===== config.mk =====
export PLATFORM = sky130hd
export DESIGN_NAME = drv_pwm_ramp
export DESIGN_NICKNAME = d
export VERILOG_FILES = /design/src/rtl/drv_pwm_ramp.sv
export SDC_FILE = /design/constraint.sdc
export NUM_CORES = 1
export LEC_CHECK = 0
export ABC_AREA = 1
export CORE_MARGIN = 2
export CORE_UTILIZATION = 55
export DETAILED_ROUTE_END_ITERATION = 8
export PLACE_DENSITY_LB_ADDON = 0.3
export RECOVER_POWER = 50
export SLEW_MARGIN = 10
export SYNTH_ARGS = -nofsm -noshare
export SYNTH_HDL_FRONTEND = slang
export SYNTH_SLANG_ARGS = --single-unit

===== constraint.sdc =====
create_clock -name i_clk -period 5.01 [get_ports i_clk]
set_input_delay 0.7515 -clock i_clk [delete_from_list [all_inputs] [get_ports i_clk]]
set_output_delay 0.7515 -clock i_clk [all_outputs]
set_load 0.03 [all_outputs]

===== src/rtl/drv_pwm_ramp.sv =====
`default_nettype none
// ============================================================================
// Module   : drv_pwm_ramp
// Function : Duty-value sequencer that ramps the PWM duty toward a requested
//            target in fixed steps, updating only on PWM period boundaries.
// Revision : 1.0
// ============================================================================
module drv_pwm_ramp #(
  parameter int p_depth  = 10,
  parameter int p_step_w = 4,
  parameter int p_hold_w = 8
) (
  input  logic                i_clk,
  input  logic                i_rst,
  input  logic [p_depth-1:0]  i_target,
  input  logic [p_step_w-1:0] i_step,
  input  logic [p_hold_w-1:0] i_hold,
  input  logic                i_valid,
  output logic                o_ready,
  output logic [p_depth-1:0]  o_val,
  output logic                o_busy,
  output logic                o_done
);

  typedef enum logic [0:0] {
    S_IDLE = 1'b0,
    S_RAMP = 1'b1
  } state_t;

  state_t              r_state,    w_state_nxt;
  logic [p_depth-1:0]  r_cnt;
  logic [p_depth-1:0]  r_val,      w_val_nxt;
  logic [p_depth-1:0]  r_target,   w_target_nxt;
  logic [p_step_w-1:0] r_step,     w_step_nxt;
  logic [p_hold_w-1:0] r_hold,     w_hold_nxt;
  logic [p_hold_w-1:0] r_hold_cnt, w_hold_cnt_nxt;
  logic                r_done,     w_done_nxt;
  logic                w_tick;
  logic                w_xfer;
  logic                w_up;
  logic [p_depth:0]    w_dist;
  logic [p_depth:0]    w_step_ext;

  // Tick marks the last clock of each PWM period, so an update lands on count 0.
  assign w_tick     = &r_cnt;
  assign w_xfer     = i_valid && (r_state == S_IDLE);
  assign w_up       = (r_target > r_val);
  assign w_dist     = w_up ? ({1'b0, r_target} - {1'b0, r_val})
                           : ({1'b0, r_val} - {1'b0, r_target});
  assign w_step_ext = (p_depth+1)'(r_step);

  always_comb begin
    w_state_nxt    = r_state;
    w_val_nxt      = r_val;
    w_target_nxt   = r_target;
    w_step_nxt     = r_step;
    w_hold_nxt     = r_hold;
    w_hold_cnt_nxt = r_hold_cnt;
    w_done_nxt     = 1'b0;
    case (r_state)
      S_IDLE: begin
        if (w_xfer) begin
          w_target_nxt   = i_target;
          w_step_nxt     = (i_step == '0) ? (p_step_w)'(1) : i_step;
          w_hold_nxt     = i_hold;
          w_hold_cnt_nxt = '0;
          if (i_target == r_val) begin
            w_done_nxt = 1'b1;
          end else begin
            w_state_nxt = S_RAMP;
          end
        end
      end
      S_RAMP: begin
        if (w_tick) begin
          if (r_hold_cnt < r_hold) begin
            w_hold_cnt_nxt = r_hold_cnt + (p_hold_w)'(1);
          end else begin
            w_hold_cnt_nxt = '0;
            // Clamp the final step onto the target so the ramp cannot overshoot or wrap.
            if (w_dist <= w_step_ext) begin
              w_val_nxt   = r_target;
              w_state_nxt = S_IDLE;
              w_done_nxt  = 1'b1;
            end else if (w_up) begin
              w_val_nxt = r_val + (p_depth)'(r_step);
            end else begin
              w_val_nxt = r_val - (p_depth)'(r_step);
            end
          end
        end
      end
      default: w_state_nxt = S_IDLE;
    endcase
  end

  always_ff @(posedge i_clk) begin
    if (i_rst) begin
      r_state    <= S_IDLE;
      r_cnt      <= '0;
      r_val      <= '0;
      r_target   <= '0;
      r_step     <= '0;
      r_hold     <= '0;
      r_hold_cnt <= '0;
      r_done     <= 1'b0;
    end else begin
      r_state    <= w_state_nxt;
      r_cnt      <= r_cnt + (p_depth)'(1);
      r_val      <= w_val_nxt;
      r_target   <= w_target_nxt;
      r_step     <= w_step_nxt;
      r_hold     <= w_hold_nxt;
      r_hold_cnt <= w_hold_cnt_nxt;
      r_done     <= w_done_nxt;
    end
  end

  assign o_ready = (r_state == S_IDLE);
  assign o_busy  = (r_state == S_RAMP);
  assign o_val   = r_val;
  assign o_done  = r_done;

endmodule
`default_nettype wire


==> impl_metrics.ini, run 1 <==
[cts]
cts_made_buffers = 5
cts_root_buf = clkbuf_8
clockBufferDepth = 2
cts_tree = built
clk_latency_ns = 0.30
cts.clk_slew.worst_paths_ns = 0.10
cts.sinks = 52
htree_num_levels = 2
cts_hold_buf = 0
cts_resized = 0
cts_setup_buffers = 0

[grt]
grtUsageTotal_pct = 27.6
grt_pass1_vias = 4233
grt_pass1_wl_um = 19400
grt_max_degree = 44
antenna_found_initial = 0
overflow = 0

[detailed_routing]
route.met2.wl_um = 5840
wirelength_um = 11600
wl_met3_um = 517
vias = 4401
route.detailed.drc = 0
wl_per_cell_um = 14.3
drt_iter0_drc = 198
ant_nets = 0
drt_first_pass_iters = 5
vias_per_cell = 5.41
top_layer_used = met4
wl_met1_um = 5090

[finish]
synthToLayoutAreaGrowth_pct = 12.2
fin_area_sq_mm = 0.00492
fin_nets = 783
num_antenna_cells = 0
drive_gt1_share_pct = 4.78

[worst_setup_path]
crit_path_start = o_val[9]$_SDFFE_PP0P_
r2r_start = o_val[9]$_SDFFE_PP0P_
required_ns = 5.16
cp-start-kind = flop
cp-end-kind = flop
crit_fanout = 19
arrival_ns = 4.07
critPathKind = flop to flop

[hold_path]
min_path_type = flop to flop
min_from = r_hold[0]$_SDFFE_PP0P_

[die]
fp-row-count = 32
dieArea_sq_mm = 0.00870
die_x_um = 93.3
core_area_sq_mm = 0.00773
start_util_pct = 56.7
io_pins = 38
die_h_um = 93.3

[logic_synthesis]
yosysSeqAreaShare_pct = 23.7
ys_ff_latch = 52
synth_flop_cell = dfxtp_1
syn_nets = 754
synthCells = 682
async_reset_ff_share_pct = 0
synth_edf_count = 0
netlist_area_sq_mm = 0.00438
avgSynthCellArea_sq_um = 6.43
synthDistinctLibCells = 42
yosysWarnings = 0
synth_area_leader_cell = dfxtp_1
synth_top_area_share_pct = 23.7
netlist_top_cells_area = dfxtp_1 24%, nand2_1 15%, ha_1 13%

[pwr]
peakVddDrop_mv = 0.229
power_density_mw_per_mm2 = 257
p_leak_nw = 2.40

[sta]
fin_crit_sh_pct = 78.3
fmax_mhz = 255
tns_ns = 0
rsz0062_at_grt = no
hold_ws_ns = 0.456
setup_viol = 0
max-slew-margin-rel_pct = -9.97
hold_viol = 0
clock_skew_ns = 0.00861
finalMaxSlewViolations = 44
max_slew.worst_pin.slew_ns = 1.65
period_needed_ns = 3.92

[place]
gp_congestion = 0.924
io_buffers = 37
dpl.hpwl_um = 9180
placed_area_sq_mm = 0.00481

[status]
outcome = complete, but fails checks
violations = max-capacitance violations, max-slew violations

[run]
drv_cap = 1
cell type report:
cell class                 count  area (sq um)
clock inverter                 2          35.0
fill                         734          2810
tap                          102           128
sequential                    52          1040
clock buffer                   6          72.6
timing repair buffer          39           382
inverter                     110           417
multi-input combinational    503          2840
kinds of logic after synthesis:
logic type | Yosys count | share of synthesized area [%]
and+or+nand+nor | 310 | 31.3
buffers and inverters | 127 | 11.4
AOI/OAI and AO/OA | 123 | 15.0
DFF | 52 | 23.7
adders and majority gates | 47 | 13.9
xor gates and xnor gates | 22 | 4.40
muxes | 1 | 0.228
routing by layer:
layer,up-vias,track usage (%)
li1,2246,-
met2,87,49.9
met3,17,2.90
met5,-,0
met1,2051,34.8
met4,0,7.48
registers in the layout (all words and copies together) (netlist names):
signal      count
o_busy          1
o_done          1
o_val          10
r_cnt          10
r_hold          8
r_hold_cnt      8
r_step          4
r_target       10
cells in the mapped netlist (3+ instances only):
library cell and instances:
nand2_1 177, inv_1 107, a21oi_1 65, dfxtp_1 52, o21ai_0 47, nor2_1 46
ha_1 44, nand3_1 39, xor2_1 15, nand4_1 14, clkbuf_1 10, nor3_1 8
xnor2_1 7, nand2_2 6, nand3b_1 4, or2_2 4, buf_2 3, fa_1 3
nand3_2 3
critical path: stages (launching register included):
cell and delay (ns):
dfxtp_1 0.42, inv_1 0.12, ha_1 0.46, nand2_2 0.14
nor2_1 0.14, and2_1 0.14, nand2_1 0.05, nand3_2 0.10
nand2_4 0.16, o21ai_0 0.23, xor2_1 0.17, inv_1 0.05
ha_1 0.30, a21oi_1 0.12, o21ai_0 0.10, a21o_1 0.20
nand2_1 0.10, nand2_1 0.07, nor2_1 0.37, nand3_1 0.14
nand3_1 0.11, a21oi_1 0.06
stage by stage:
stage,util [%],instances,setup slack [ns],power [mW]
global route,63.6,814,0.839,1.35
global placement,62.3,806,1.31,0.969
CTS,63.7,814,1.16,1.26
finish,63.6,814,1.09,1.26
detailed placement,62.3,806,1.17,0.977
floorplan,-,682,1.26,0.852
power breakdown:
| group | switching, mW | total, mW | internal, mW |
|---|---|---|---|
| combinational | 0.344 | 0.536 | 0.193 |
| sequential | 0.0100 | 0.440 | 0.430 |
| clock | 0.139 | 0.287 | 0.149 |
| total | 0.492 | 1.26 | 0.771 |
final timing paths:
kind                            endpoint  slack, ns  cells past startpoint
setup reg to reg   o_val[4]$_SDFFE_PP0P_       1.09                     21
setup / recovery   o_val[4]$_SDFFE_PP0P_       1.09                     21
hold / removal    r_hold[0]$_SDFFE_PP0P_       0.46                      2
hold reg to reg   r_hold[0]$_SDFFE_PP0P_       0.46                      2
cell usage in the layout, fill, tap and decap left out, drive strengths merged, types with 2 or more instances in the layout:
master / instances
a21o: 2
a21oi: 66
clkbuf: 7
clkdlybuf4s50: 22
clkinv: 2
dfxtp: 52
dlygate4sd3: 15
fa: 3
ha: 44
inv: 109
nand2: 184
nand3: 43
nand3b: 4
nand4: 14
nor2: 50
nor3: 10
o21ai: 48
or2: 4
xnor2: 7
xor2: 15
Note: power is estimated with default switching activity, not from simulation.
==> inputs of run 2 (changes only) <==
Settings changed: CORE_UTILIZATION 55 to 53.
Clock period 5.01 ns to 3.5 ns, I/O delays scaled along.
==> run 2 against run 1 <==
  * The flow now finishes without violations
  * Wire length up 7.7%
  * Sequential share of layout area fell by 1.1 points
  * Worst setup slack lost 0.93 ns
  * Clock power rose by 18%
  * Core utilization is 1.4 points higher
  * Final cell count is 4.3% higher
  * Sequential power increased by 43%
  * Hold slack better by 0.010 ns
  * Via count increased by 3.9%
  * Global-route usage is 0.24 points lower
  * Cell area increased by 7.6%
  * Critical endpoint is now o_val[8]$_SDFFE_PP0P_
  * Largest cell class unchanged
  * Highest routed layer unchanged
==> impl_metrics.ini, run 2 (synthesis results as in run 1) <==
[status]
outcome = complete, no violations

[finish]
synthToLayoutAreaGrowth_pct = 20.7
fin_nets = 815
fin_area_sq_mm = 0.00529
num_antenna_cells = 0
finish.utilization_pct = 65.0
instances_no_fill = 849
layout_common_cells = 176 x nand2_1, 106 x inv_1, 63 x a21oi_1
layout_commonest_cell = nand2_1
drive_gt1_share_pct = 12.2

[grt]
grtUsageTotal_pct = 27.4
grt_pass1_wl_um = 19400
antenna_found_initial = 0
grt_pass1_vias = 4355
grt_max_degree = 34
overflow = 0

[worst_setup_path]
crit_fanout = 8
crit_top_cell = nand2_1
crit_path_cell_trace = inv_1 > ha_4 > nand2_4 > nor2_4 > and2_1 > nand2_1 > nand3_2 > nand2_4 > buf_4 > nand2_1 > o21ai_0 > ha_1 > a21oi_1 > o21ai_1 > nand2_1 > nand2_1 > a21oi_2 > nor2_1 > o21ai_1 > nand3b_1 > nand2_1 > nand2_1 > nand2_1 > a21oi_1
reg2regPathDepth = 24
arrival_ns = 3.52
required_ns = 3.68
cp-start-kind = flop
cp.buffers_inverters = 2
critPathKind = flop to flop
cp.depth = 24
crit_end = o_val[8]$_SDFFE_PP0P_
slowest_delay_ns = 0.36
cp-end-kind = flop
cpMaxStageDelayCell = dfxtp_4
regToRegEndpoint = o_val[8]$_SDFFE_PP0P_
critPathTopFamily = simple AND/OR/NAND/NOR gates
crit_path_start = o_val[6]$_SDFFE_PP0P_
regToRegSetupSlack_ns = 0.15
r2r_start = o_val[6]$_SDFFE_PP0P_

[pwr]
power_density_mw_per_mm2 = 353
power_frac_comb_pct = 48.0
p_sw_mw = 0.761
intPower_mw = 1.10
swShare_pct = 40.8
seqPwrFrac_pct = 33.8
p_clk_share_pct = 18.2
peakVddDrop_mv = 0.187
p_leak_nw = 2.56

[cts]
clk_latency_ns = 0.30
cts_hold_buf = 0
clockBufferDepth = 2
cts.sinks = 52
htree_num_levels = 2
cts.clk_slew.worst_paths_ns = 0.09
cts_tree = built
cts_root_buf = clkbuf_8
cts_made_buffers = 5

[sta]
hold_ws_ns = 0.466
clock_skew_ns = 0.00626
period_needed_ns = 3.35
fin_crit_sh_pct = 95.6
setup_viol = 0
fmax_mhz = 299
tns_ns = 0
finalMaxSlewViolations = 0
hold_viol = 0
max_slew.worst_pin.slew_ns = 0.952
max-slew-margin-rel_pct = 36.5

[detailed_routing]
drt_iter0_drc = 193
route.detailed.drc = 0
ant_nets = 0
vias = 4573
drt_first_pass_iters = 5
vias_per_cell = 5.39
wl_per_cell_um = 14.8
wirelength_um = 12500

[run]
drv_cap = 0

[die]
io_pins = 38
die_h_um = 95.0
core_area_sq_mm = 0.00813
start_util_pct = 53.9
fp-row-count = 33
dieArea_sq_mm = 0.00902
die_x_um = 95.0

[place]
gp_congestion = 0.966
dp_cells = 830
io_buffers = 37
dpl.hpwl_um = 9650
placed_area_sq_mm = 0.00499

[hold_path]
min_path_type = flop to flop
[run 2: cell count changes in the layout (fill, tap and decap cells not counted), sizes merged]
cell / change
buf: +31
clkinv: +2
bufinv: -1
clkbuf: -1
nand3: +1
[run 2: worst min-delay path by stage]
stage,startpoint,endpoint,depth (start not counted)
final,r_cnt[0]$_SDFF_PP0_,r_cnt[0]$_SDFF_PP0_,1
after CTS,r_cnt[0]$_SDFF_PP0_,r_cnt[0]$_SDFF_PP0_,1
after floorplan,r_cnt[0]$_SDFF_PP0_,r_cnt[0]$_SDFF_PP0_,1
after detailed placement,r_cnt[0]$_SDFF_PP0_,r_cnt[0]$_SDFF_PP0_,1
after global placement,r_cnt[0]$_SDFF_PP0_,r_cnt[0]$_SDFF_PP0_,1
after global routing,r_cnt[0]$_SDFF_PP0_,r_cnt[0]$_SDFF_PP0_,1
[run 2: final cells by class]
class                      count  area, sq um
timing repair buffer          70          614
clock buffer                   5         68.8
multi-input combinational    504         2980
sequential                    52         1060
fill                         743         2840
inverter                     110          417
clock inverter                 3         18.8
tap                          105          131
[run 2: per-stage QoR]
stage               setup WS [ns]  power [mW]
floorplan                 0.00747        1.22
global placement            0.108        1.42
detailed placement        -0.0259        1.43
CTS                        0.0136        1.78
global route              -0.0872        1.99
finish                      0.153        1.87
[run 2: metal layers]
metal	part of all wire, %	track usage, %	vias up
met4	3.5	11.2	0
met1	42	32.9	2088
li1	-	-	2319
met3	4.5	3.67	39
met5	0	0	-
met2	50	49.0	127
[run 2: power groups by stage]
stage / registers [mW] / clock network (mW) / logic [mW]
finish: 0.631 / 0.340 / 0.895
global route: 0.633 / 0.365 / 0.990
CTS: 0.628 / 0.349 / 0.800
detailed placement: 0.642 / 0 / 0.789
global placement: 0.641 / 0 / 0.782
floorplan: 0.639 / 0 / 0.581
[run 2: what timing repair did]
| action | 4_1_cts | 5_1_grt |
|---|---|---|
| setup endpoints to repair | 6 | 12 |
| cloned | 0 | 1 |
| setup buffers | 0 | 10 |
| pin swaps | 0 | 11 |
| gates resized for setup | 4 | 26 |
==> inputs of run 3 (changes only) <==
Settings changed: CORE_MARGIN 2 to 3, RECOVER_POWER 50 to 100.
==> run 3 against run 2 <==
  * Cell area up 0.24%
  * Non-clock buffer count down 4
  * Clock power up 29%
  * Register-to-register slack worse by 0.02 ns
  * Clock skew up 0.0026 ns
  * Clock-buffer cell count up 1
  * Final cell count down 0.82%
  * Largest power group unchanged
  * Highest routed layer unchanged
==> impl_metrics.ini, run 3 (synthesis results as in run 1) <==
[die]
core_area_sq_mm = 0.00789
die_h_um = 97.0
io_pins = 38
start_util_pct = 55.6
fp-row-count = 32
dieArea_sq_mm = 0.00940
die_x_um = 97.0

[hold_path]
min_to = r_cnt[0]$_SDFF_PP0_
hold_depth = 1
min_path_type = flop to flop
min_from = r_cnt[0]$_SDFF_PP0_

[cts]
cts_tree = built
cts_hold_buf = 0
clk_latency_ns = 0.31
cts_made_buffers = 5
clockBufferDepth = 2
cts.clk_slew.worst_paths_ns = 0.09
htree_num_levels = 2
cts_root_buf = clkbuf_8
cts.sinks = 52

[place]
placed_area_sq_mm = 0.00498
dpl.hpwl_um = 10200
pre_cts_ws_ns = -0.0537
gp_congestion = 0.991
io_buffers = 37

[sta]
fmax_mhz = 297
hold_viol = 0
fin_crit_sh_pct = 96.1
max-slew-margin-rel_pct = 34.9
setup_viol = 0
tns_ns = 0
clock_skew_ns = 0.00884
max_slew.worst_pin.slew_ns = 0.977
hold_ws_ns = 0.453
setup_ws_ns = 0.137
finalMaxSlewViolations = 0
period_needed_ns = 3.36

[status]
outcome = complete, no violations

[finish]
layout_common_cells = 175 x nand2_1, 106 x inv_1, 61 x a21oi_1
fin_area_sq_mm = 0.00530
num_antenna_cells = 0
multi_input_area_sq_mm = 0.00299
num-fill-cells = 677
layout_commonest_cell = nand2_1
drive_gt1_share_pct = 11.9
register_area_sq_mm = 0.00106
fin_nets = 811
synthToLayoutAreaGrowth_pct = 20.9

[grt]
overflow = 0
grt_pass1_wl_um = 20700
grt_max_degree = 34
grtUsageTotal_pct = 26.8
grt_pass1_vias = 4388
antenna_found_initial = 0

[pwr]
p_leak_nw = 2.56
power_mw = 1.98
power_density_mw_per_mm2 = 374
peakVddDrop_mv = 0.319

[worst_setup_path]
regToRegSetupSlack_ns = 0.14
required_ns = 3.70
r2r_start = o_val[8]$_SDFFE_PP0P_
reg2regPathDepth = 19
arrival_ns = 3.56
cp-end-kind = flop
critPathKind = flop to flop
crit_fanout = 7
regToRegEndpoint = o_val[3]$_SDFFE_PP0P_
cp-start-kind = flop

[detailed_routing]
vias_per_cell = 5.49
wl_per_cell_um = 15.9
ant_nets = 0
route.detailed.drc = 0
vias = 4626
drt_first_pass_iters = 7
wirelength_um = 13400
drt_iter0_drc = 378

[run]
drv_cap = 0
-- run 3: critical path, cell delays in order (launching register included) --
cell,delay (ns)
dfxtp_2,0.33
inv_1,0.18
ha_4,0.26
nand2_1,0.07
nand2_1,0.09
a21oi_2,0.19
nand3_2,0.14
nand2_4,0.11
nand2_1,0.05
o21ai_1,0.09
xor2_1,0.17
inv_1,0.06
ha_1,0.32
a21oi_1,0.14
o21ai_0,0.12
a21o_1,0.21
a21oi_4,0.23
nand3_4,0.18
o21ai_0,0.21
a21oi_1,0.09
-- run 3: repair_timing --
item	in CTS	in global routing
buffers inserted	0	7
hold endpoints to repair	0	0
endpoints found under the setup margin	7	12
resized for setup	5	34
pin swaps	0	10
cloned	0	1
-- run 3: worst max path at each step --
stage | from | endpoint | slack, ns | cells past startpoint
detailed placement | o_val[6]$_SDFFE_PP0P_ | o_val[8]$_SDFFE_PP0P_ | -0.05 | 23
finish | o_val[8]$_SDFFE_PP0P_ | o_val[3]$_SDFFE_PP0P_ | 0.14 | 19
global placement | o_val[6]$_SDFFE_PP0P_ | o_busy$_SDFF_PP0_ | 0.05 | 21
floorplan | o_val[5]$_SDFFE_PP0P_ | o_val[3]$_SDFFE_PP0P_ | 0.007 | 22
CTS | o_val[6]$_SDFFE_PP0P_ | o_val[8]$_SDFFE_PP0P_ | 0.006 | 24
global route | o_val[9]$_SDFFE_PP0P_ | o_val[8]$_SDFFE_PP0P_ | -0.04 | 25
-- run 3: power by group --
group / leakage (nW) / switching (mW) / internal [mW] / total [mW]
sequential: 0.430 / 0.0181 / 0.612 / 0.631
combinational: 2.07 / 0.563 / 0.349 / 0.912
clock: 0.0614 / 0.206 / 0.234 / 0.440
-- run 3: per-stage QoR --
| step | cells | utilization, % |
|---|---|---|
| detailed placement | 826 | 63.1 |
| global route | 842 | 67.2 |
| CTS | 834 | 64.8 |
| global placement | 826 | 63.1 |
| floorplan | 682 | - |
| finish | 842 | 67.2 |
-- run 3: cell type report --
type | count | share of cell area (%)
tap | 102 | 2.41
sequential | 52 | 20.0
clock buffer | 6 | 1.56
timing repair buffer | 66 | 11.0
multi-input combinational | 504 | 56.4
inverter | 110 | 7.93
clock inverter | 2 | 0.731
-- run 3: per-layer routing --
layer	wire length (um)	global-route usage, %	up-vias
li1	-	-	2303
met3	476	3.03	40
met1	5640	31.5	2142
met4	515	11.4	0
met5	0	0	-
met2	6760	48.8	141
==> patch: new RTL, flow settings as in run 3 <==
Take the reset off `r_hold` and load it in a clocked block of its own.
--- a/src/rtl/drv_pwm_ramp.sv
+++ b/src/rtl/drv_pwm_ramp.sv
@@ -101,7 +101,6 @@
       r_val      <= '0;
       r_target   <= '0;
       r_step     <= '0;
-      r_hold     <= '0;
       r_hold_cnt <= '0;
       r_done     <= 1'b0;
     end else begin
@@ -110,10 +109,13 @@
       r_val      <= w_val_nxt;
       r_target   <= w_target_nxt;
       r_step     <= w_step_nxt;
-      r_hold     <= w_hold_nxt;
       r_hold_cnt <= w_hold_cnt_nxt;
       r_done     <= w_done_nxt;
     end
+  end
+
+  always_ff @(posedge i_clk) begin
+    r_hold <= w_hold_nxt;
   end
 
   assign o_ready = (r_state == S_IDLE);
Behaviour: no difference found for any inputs over 10 cycles, from zero or initial values and one cycle with i_rst high; that may be too few to reach the edited logic, so the function may still have changed.
==> patch against run 3 <==
Sequential cell count unchanged. Setup slack better by 34 ps. Area after synthesis shrank 2.9%. Design area is 3.2% lower. Power decreased by 9.0%. Global-route usage down 0.57 points. Non-clock buffer count down 2. Routed wire length fell by 9.7%. Clock skew increased by 1.4 ps. Core utilization decreased by 1.1 points. Critical path type unchanged. Critical endpoint is now o_val[8]. Largest cell class unchanged. Highest routed layer unchanged.
==> patch: results <==
[sta]
tightest_slew_ps = 664
clock_skew_ps = 10.2
whs_ps = 471

[route]
routed_wl_um = 12100
firstDrtPassIters = 6
drt_iter0_markers = 323

[setup_path]
slowest_stage = fa_1
arrival_ps = 3600
ff2ff_setup_slack_ps = 170
crit_family = simple AND/OR/NAND/NOR gates
r2r_end = o_val[8]
max_stage_delay_ps = 450
reg2reg_from = o_val[9]

[grt]
grt_pass1_wl_um = 18900
gr-usage-all-layers = 0.262
grt_max_degree = 24
use_met1 = 0.358
grt_use_met2 = 0.434
globalRouteMet3Util = 0.0300

[cells_and_area]
drive_above_1_share = 0.108
final_net_count = 781
fin_cells = 812

[power_and_ir_drop]
leakage_nw = 2.50
ir_drop_uv = 281
swShare = 0.395

[placement]
dp_slack_ps = -219
placedInstanceArea_mm2 = 0.00481
dp_hpwl_um = 9480
place.gp.congestion = 0.976
dp_cells = 793

[yosys]
synth_commonest_cells = nand2_1 (173), inv_1 (111), a21oi_1 (63)
synth-warning-count = 0
synth_nets = 723
syn_area_per_cell_um2 = 6.54
yosysUniqueCellTypes = 36
seq_area_frac_synth = 0.263
yosys-top-cells-area = dfxtp_1 (21%), nand2_1 (15%), ha_1 (13%), inv_1 (9.8%), a21oi_1 (7.4%)

[outcome]
outcome = completed
## patch: cell families after synthesis
logic type               after synthesis  share of synthesized area
AO/OA/AOI/OAI                        105                      0.131
flip-flops                            52                      0.263
AND/OR/NAND/NOR                      301                      0.308
adder cells (fa/ha/maj)               47                      0.143
XOR/XNOR                              18                     0.0370
buffers and inverters                128                      0.118
## patch: worst max path at each step
stage	from	end	slack (ps)	cells past startpoint
finish	o_val[9]	o_val[8]	170	19
global placement	o_val[5]	o_val[7]	-120	21
detailed placement	o_val[5]	o_val[7]	-220	23
global route	o_val[2]	o_val[8]	-40	20
floorplan	o_val[2]	o_busy	120	23
CTS	o_val[8]	o_val[7]	6	21
## patch: area by class of cell
| type | instances | area [um2] |
|---|---|---|
| repair buffers | 64 | 573 |
| flip-flops and latches | 52 | 1130 |
| multi-input cells | 472 | 2790 |
| well taps | 102 | 128 |
| fillers | 684 | 2630 |
| inverters | 114 | 428 |
| clock buffers | 6 | 72.6 |
| clock inverters | 2 | 13.8 |
## patch: layer usage
metal / vias to the layer above / part of all wire
met1: 1997 / 0.44
met4: 0 / 0.023
met2: 181 / 0.47
li1: 2223 / -
met5: - / 0
met3: 28 / 0.072
## patch: what timing repair did
item,CTS,global route
resized for setup,9,31
gates cloned,0,2
endpoints found under the setup margin,12,12
setup buffers,0,9
pin swaps,0,10
## patch: power groups by stage
stage | Clock, mW | Combinational, mW | Sequential [mW]
finish | 0.358 | 0.797 | 0.650
global route | 0.377 | 0.886 | 0.652
CTS | 0.359 | 0.696 | 0.647
detailed placement | 0 | 0.687 | 0.659
global placement | 0 | 0.666 | 0.658
floorplan | 0 | 0.504 | 0.654
